File: config.mk
export PLATFORM = sky130hd
export DESIGN_NAME = div_ratio_ctrl
export DESIGN_NICKNAME = d
export VERILOG_FILES = /design/src/rtl/div_ctrl_pkg.sv /design/src/rtl/div_wait_timer.sv /design/src/rtl/div_ratio_ctrl.sv
export SDC_FILE = /design/constraint.sdc
export NUM_CORES = 1
export LEC_CHECK = 0
export CAP_MARGIN = 15
export CORE_MARGIN = 1
export CORE_UTILIZATION = 50
export DETAILED_ROUTE_END_ITERATION = 10
export PLACE_DENSITY = 0.82
export SLEW_MARGIN = 20
export SYNTH_ARGS = -nofsm -noshare
export SYNTH_HDL_FRONTEND = slang
export SYNTH_SLANG_ARGS = --single-unit
export TNS_END_PERCENT = 5
File: constraint.sdc
create_clock -name i_ref_clk -period 3.6 [get_ports i_ref_clk]
set_input_delay 0.72 -clock i_ref_clk [delete_from_list [all_inputs] [get_ports i_ref_clk]]
set_output_delay 0.72 -clock i_ref_clk [all_outputs]
set_load 0.02 [all_outputs]
File: src/rtl/div_ctrl_pkg.sv
// Shared types and constants for the divider ratio control front-end.
package div_ctrl_pkg;

    // Default width of the divider ratio bus.
    localparam int DIV_RATIO_WIDTH = 8;

    // Cycles spent in SETTLE; the divider registers its ratio one cycle after load.
    localparam int DIV_SETTLE_CYCLES = 2;

    // Sequencer states.
    typedef enum logic [2:0] {
        ST_DISABLED = 3'd0,
        ST_RUN      = 3'd1,
        ST_DRAIN    = 3'd2,
        ST_LOAD     = 3'd3,
        ST_SETTLE   = 3'd4
    } div_state_e;

endpackage

File: src/rtl/div_wait_timer.sv
// Loadable down-counter with a zero flag, shared by the DRAIN and SETTLE waits.
// The counter holds at zero until reloaded.
module div_wait_timer #(
    parameter int W = 3
) (
    input  logic         i_ref_clk,
    input  logic         i_rst_n,
    input  logic         load_i,
    input  logic [W-1:0] load_val_i,
    output logic         zero_o
);

    logic [W-1:0] cnt_q;
    logic [W-1:0] cnt_d;

    // Next count: load wins, otherwise count down toward zero and stop there.
    always_comb begin
        cnt_d = cnt_q;
        if (load_i) begin
            cnt_d = load_val_i;
        end else if (cnt_q != '0) begin
            cnt_d = cnt_q - 1'b1;
        end
    end

    // Count register.
    always_ff @(posedge i_ref_clk or negedge i_rst_n) begin
        if (!i_rst_n) begin
            cnt_q <= '0;
        end else begin
            cnt_q <= cnt_d;
        end
    end

    assign zero_o = (cnt_q == '0);

endmodule

File: src/rtl/div_ratio_ctrl.sv
// Ratio update sequencer in front of the integer clock divider.
// Every ratio change takes the divider offline (DRAIN), loads the ratio (LOAD),
// waits for the divider to register it (SETTLE) and then restores the enable.
// Optional feature: define DIV_RATIO_RANGE_CHECK_EN to reject ratios outside
// [MIN_RATIO, MAX_RATIO]; rejected requests complete the handshake, pulse
// o_cfg_err and leave everything else untouched.
// Handshake: a request transfers on a rising edge where i_cfg_valid and
// o_cfg_ready are both high; the requester holds valid and data until then.
module div_ratio_ctrl
    import div_ctrl_pkg::*;
#(
    parameter int                     RATIO_WIDTH  = DIV_RATIO_WIDTH,
    parameter logic [RATIO_WIDTH-1:0] RESET_RATIO  = RATIO_WIDTH'(1),
    parameter int                     DRAIN_CYCLES = 4,
    parameter int                     MIN_RATIO    = 2,
    parameter int                     MAX_RATIO    = 255
) (
    input  logic                   i_ref_clk,
    input  logic                   i_rst_n,
    input  logic                   i_div_en,
    input  logic                   i_cfg_valid,
    input  logic [RATIO_WIDTH-1:0] i_cfg_ratio,
    output logic                   o_cfg_ready,
    output logic                   o_cfg_done,
    output logic                   o_cfg_err,
    output logic [RATIO_WIDTH-1:0] o_div_ratio,
    output logic                   o_clk_en,
    output div_state_e             o_dbg_state
);

`ifdef DIV_RATIO_RANGE_CHECK_EN
    localparam bit RANGE_CHECK_EN = 1'b1;
`else
    localparam bit RANGE_CHECK_EN = 1'b0;
`endif

    localparam int TIMER_W = $clog2(DRAIN_CYCLES + 1);
    localparam logic [TIMER_W-1:0] DRAIN_LOAD  = TIMER_W'(DRAIN_CYCLES - 1);
    localparam logic [TIMER_W-1:0] SETTLE_LOAD = TIMER_W'(DIV_SETTLE_CYCLES - 1);

    div_state_e             state_q, state_d;
    logic [RATIO_WIDTH-1:0] pending_q, pending_d;
    logic [RATIO_WIDTH-1:0] ratio_q, ratio_d;
    logic                   clk_en_q;
    logic                   done_q, done_d;
    logic                   err_q;
    logic                   accept;
    logic                   ratio_bad;
    logic                   reject;
    logic                   take;
    logic                   timer_load;
    logic [TIMER_W-1:0]     timer_val;
    logic                   timer_zero;

    assign o_cfg_ready = (state_q == ST_DISABLED) || (state_q == ST_RUN);
    assign accept      = i_cfg_valid && o_cfg_ready;
    assign ratio_bad   = (int'(i_cfg_ratio) < MIN_RATIO) || (int'(i_cfg_ratio) > MAX_RATIO);
    assign reject      = RANGE_CHECK_EN && ratio_bad;
    assign take        = accept && !reject;

    div_wait_timer #(
        .W (TIMER_W)
    ) u_timer (
        .i_ref_clk  (i_ref_clk),
        .i_rst_n    (i_rst_n),
        .load_i     (timer_load),
        .load_val_i (timer_val),
        .zero_o     (timer_zero)
    );

    // Next-state, pending capture, ratio load and done pulse decode.
    always_comb begin
        state_d    = state_q;
        pending_d  = pending_q;
        ratio_d    = ratio_q;
        done_d     = 1'b0;
        timer_load = 1'b0;
        timer_val  = DRAIN_LOAD;
        if (take) begin
            pending_d = i_cfg_ratio;
        end
        unique case (state_q)
            ST_DISABLED: begin
                if (take) begin
                    state_d = ST_LOAD;
                end else if (!accept && i_div_en) begin
                    state_d = ST_RUN;
                end
            end
            ST_RUN: begin
                if (take) begin
                    state_d    = ST_DRAIN;
                    timer_load = 1'b1;
                    timer_val  = DRAIN_LOAD;
                end else if (!accept && !i_div_en) begin
                    state_d = ST_DISABLED;
                end
            end
            ST_DRAIN: begin
                if (timer_zero) begin
                    state_d = ST_LOAD;
                end
            end
            ST_LOAD: begin
                ratio_d    = pending_q;
                state_d    = ST_SETTLE;
                timer_load = 1'b1;
                timer_val  = SETTLE_LOAD;
            end
            ST_SETTLE: begin
                if (timer_zero) begin
                    state_d = i_div_en ? ST_RUN : ST_DISABLED;
                    done_d  = 1'b1;
                end
            end
            default: begin
                state_d = ST_DISABLED;
            end
        endcase
    end

    // State and output registers; the enable follows the next state.
    always_ff @(posedge i_ref_clk or negedge i_rst_n) begin
        if (!i_rst_n) begin
            state_q   <= ST_DISABLED;
            pending_q <= RESET_RATIO;
            ratio_q   <= RESET_RATIO;
            clk_en_q  <= 1'b0;
            done_q    <= 1'b0;
            err_q     <= 1'b0;
        end else begin
            state_q   <= state_d;
            pending_q <= pending_d;
            ratio_q   <= ratio_d;
            clk_en_q  <= (state_d == ST_RUN);
            done_q    <= done_d;
            err_q     <= accept && reject;
        end
    end

    assign o_div_ratio = ratio_q;
    assign o_clk_en    = clk_en_q;
    assign o_cfg_done  = done_q;
    assign o_cfg_err   = err_q;
    assign o_dbg_state = state_q;

endmodule

==> reports/metrics.yaml <==
outcome: "complete, no violations"
dpl-instance-area_um2: 1300
grt_use_total_pct: 16.5
port_buffers: 25
cts_tree: "done"
min_period_over_period_pct: 63.6
gp_congestion: 0.783
critPathKind: "reg -> out"
grt_pass1_vias: 590
placementRows: 16
cp-start-kind: "flop"
layout.cells.most_common_list: "clkdlybuf4s50_1, dfrtp_1, mux2_2"
hold_viol_final: 0
final_util_pct: 68.0
syn-cell-area_um2: 1040
use_met2_pct: 29.6
setup_viol: 0
ys_seq_area_share_pct: 58.2
skew_ns: 0.00809
maxCapViolCount: 0
grt_start_max_net_pins: 25
core_area_um2: 1960
arrival_ns: 1.57
cts_inserted_buffers: 3
cts_resized: 0
hold_path.class: "in -> async"
fillers: 169
grt_pass1_wl_um: 2500
drc: 0
ys_ff_latch: 24
postCtsSetupBuffers: 0
initial_core_util_pct: 52.8
firstDrtPassIters: 4
fin_crit_ns: 2.29
ant_nets: 0
clk_path_buf_depth: 2
cp.required_ns: 2.88
fmax_ghz: 0.437
leakagePower_nw: 0.570
wl_um: 1670
avgSynthCellArea_um2: 13.6
pwr_density_cell_nw_per_um2: 916
vias: 648
io_pins: 27
antenna_found_initial: 0
synth_nets: 90
gr-total-overflow: 0
ir_drop_mv: 0.516
cts_max_level: 1
clock_sinks: 24
drive_above_1_share_pct: 27.5
via_per_inst: 5.02
slew_viol_final: 0
drt_iter0_drc: 13
area.growth.synth_to_final_pct: 28.7
crit_fanout: 11
hpwl_um: 1200
grtUsageMet3_pct: 4.53
die_y_um: 47.5
hold_buffers: 0
post_drt_wl_per_cell_um: 13.0
rsz0062_at_grt: "no"
maxSlewHeadroom_pct: 65.5
dp_slack_ns: 1.49
cts.clk_slew.worst_paths_ns: 0.13
syn_inst: 76
worst_pin_slew_ns: 0.517
cts-root-buf: "clkbuf_4"
ys_types: 27
tns_ns: 0
yosysWarnings: 0
layout.nets: 117
final_area_um2: 1330
timing.final.ws_setup_ns: 1.31
clk_latency_ns: 0.30
final_common_cell: "clkdlybuf4s50_1"
n_antenna_cell: 0
crit_path_end_kind: "output port"
busiest_layer: "met2"
die-area_um2: 2260
die_x_um: 47.5
grtUsageMet1_pct: 19.2
==> registers in the layout, summed over array words and instances, names as in the netlist <==
register / flops
o_cfg_done: 1
o_clk_en: 1
o_dbg_state: 3
o_div_ratio: 8
pending_q: 8
u_timer.cnt_q: 3
==> where the power goes <==
group	switching [mW]	internal [mW]
Combinational	0.261	0.321
Clock	0.0732	0.0616
Sequential	0.0979	0.408
Total	0.432	0.790
==> per-stage QoR <==
| stage | instances | total power, mW | hold WS (ns) |
|---|---|---|---|
| detailed placement | 125 | 1.10 | 0.492 |
| global route | 129 | 1.30 | 0.409 |
| floorplan | 76 | 0.880 | 0.424 |
| CTS | 129 | 1.23 | 0.523 |
| global placement | 125 | 1.08 | 0.491 |
| finish | 129 | 1.22 | 0.369 |
==> worst max-delay path, stage by stage, from the launching register on <==
cell	delay [ns]
dfrtp_1	0.51
nor2_1	0.14
clkdlybuf4s50_1	0.61
==> worst paths after layout <==
kind                                                   start                      endpoint  slack [ns]  depth (start not counted)
worst max-delay path                o_dbg_state[1]$_DFF_PN0_                   o_cfg_ready        1.31                          2
worst min-delay path                                 i_rst_n  u_timer.cnt_q[0]$_DFFE_PN0P_        0.37                          1
worst max register to register  u_timer.cnt_q[0]$_DFFE_PN0P_            o_clk_en$_DFF_PN0_        2.16                          5
worst min register to register    o_div_ratio[4]$_DFFE_PN0N_    o_div_ratio[4]$_DFFE_PN0N_        0.52                          1
max in group asynchronous                            i_rst_n    o_div_ratio[0]$_DFFE_PN1N_        2.87                          1
min in group i_ref_clk            o_div_ratio[4]$_DFFE_PN0N_    o_div_ratio[4]$_DFFE_PN0N_        0.52                          1
==> per-layer routing <==
metal	vias to the layer above	part of all wire (%)
li1	311	-
met1	316	44
met2	19	50
met3	2	5.0
met4	0	0.78
met5	-	0
==> synthesized netlist by cell type (all sizes together) <==
master	number	area [um2]
dfrtp	22	551
nor3b	1	7.51
nand2b	4	32.5
inv	3	11.3
o211ai	1	7.51
buf	3	17.5
nand2	1	3.75
a22o	1	8.76
a31oi	1	6.26
nor3	1	5.00
nor2	4	22.5
dfstp	2	52.6
o31ai	2	15.0
mux2i	1	10.0
nor2b	2	12.5
ha	2	25.0
mux2	17	191
nor4b	2	17.5
a21oi	2	10.0
nand3	1	10.0
and2	1	6.26
xnor2	1	8.76
conb	1	3.75
==> cells by family after synthesis <==
kind of cell             Yosys count  share of synthesized area, %
adder cells (fa/ha/maj)            2                          2.42
AND/OR/NAND/NOR                   17                          11.4
multiplexers                      18                          19.4
AO/OA/AOI/OAI                      7                          4.59
XOR/XNOR                           1                         0.846
buffers and inverters              6                          2.78
flip-flops                        24                          58.2
other                              1                         0.362
==> area by class of cell <==
type	instances	area (um2)	area share, %
Clock buffer	4	36.3	2.72
Inverter	3	11.3	0.844
Multi-Input combinational cell	46	404	30.3
Sequential cell	24	603	45.2
Tap cell	27	33.8	2.53
Timing Repair Buffer	25	245	18.4
Note: power is estimated with default switching activity, not from simulation.
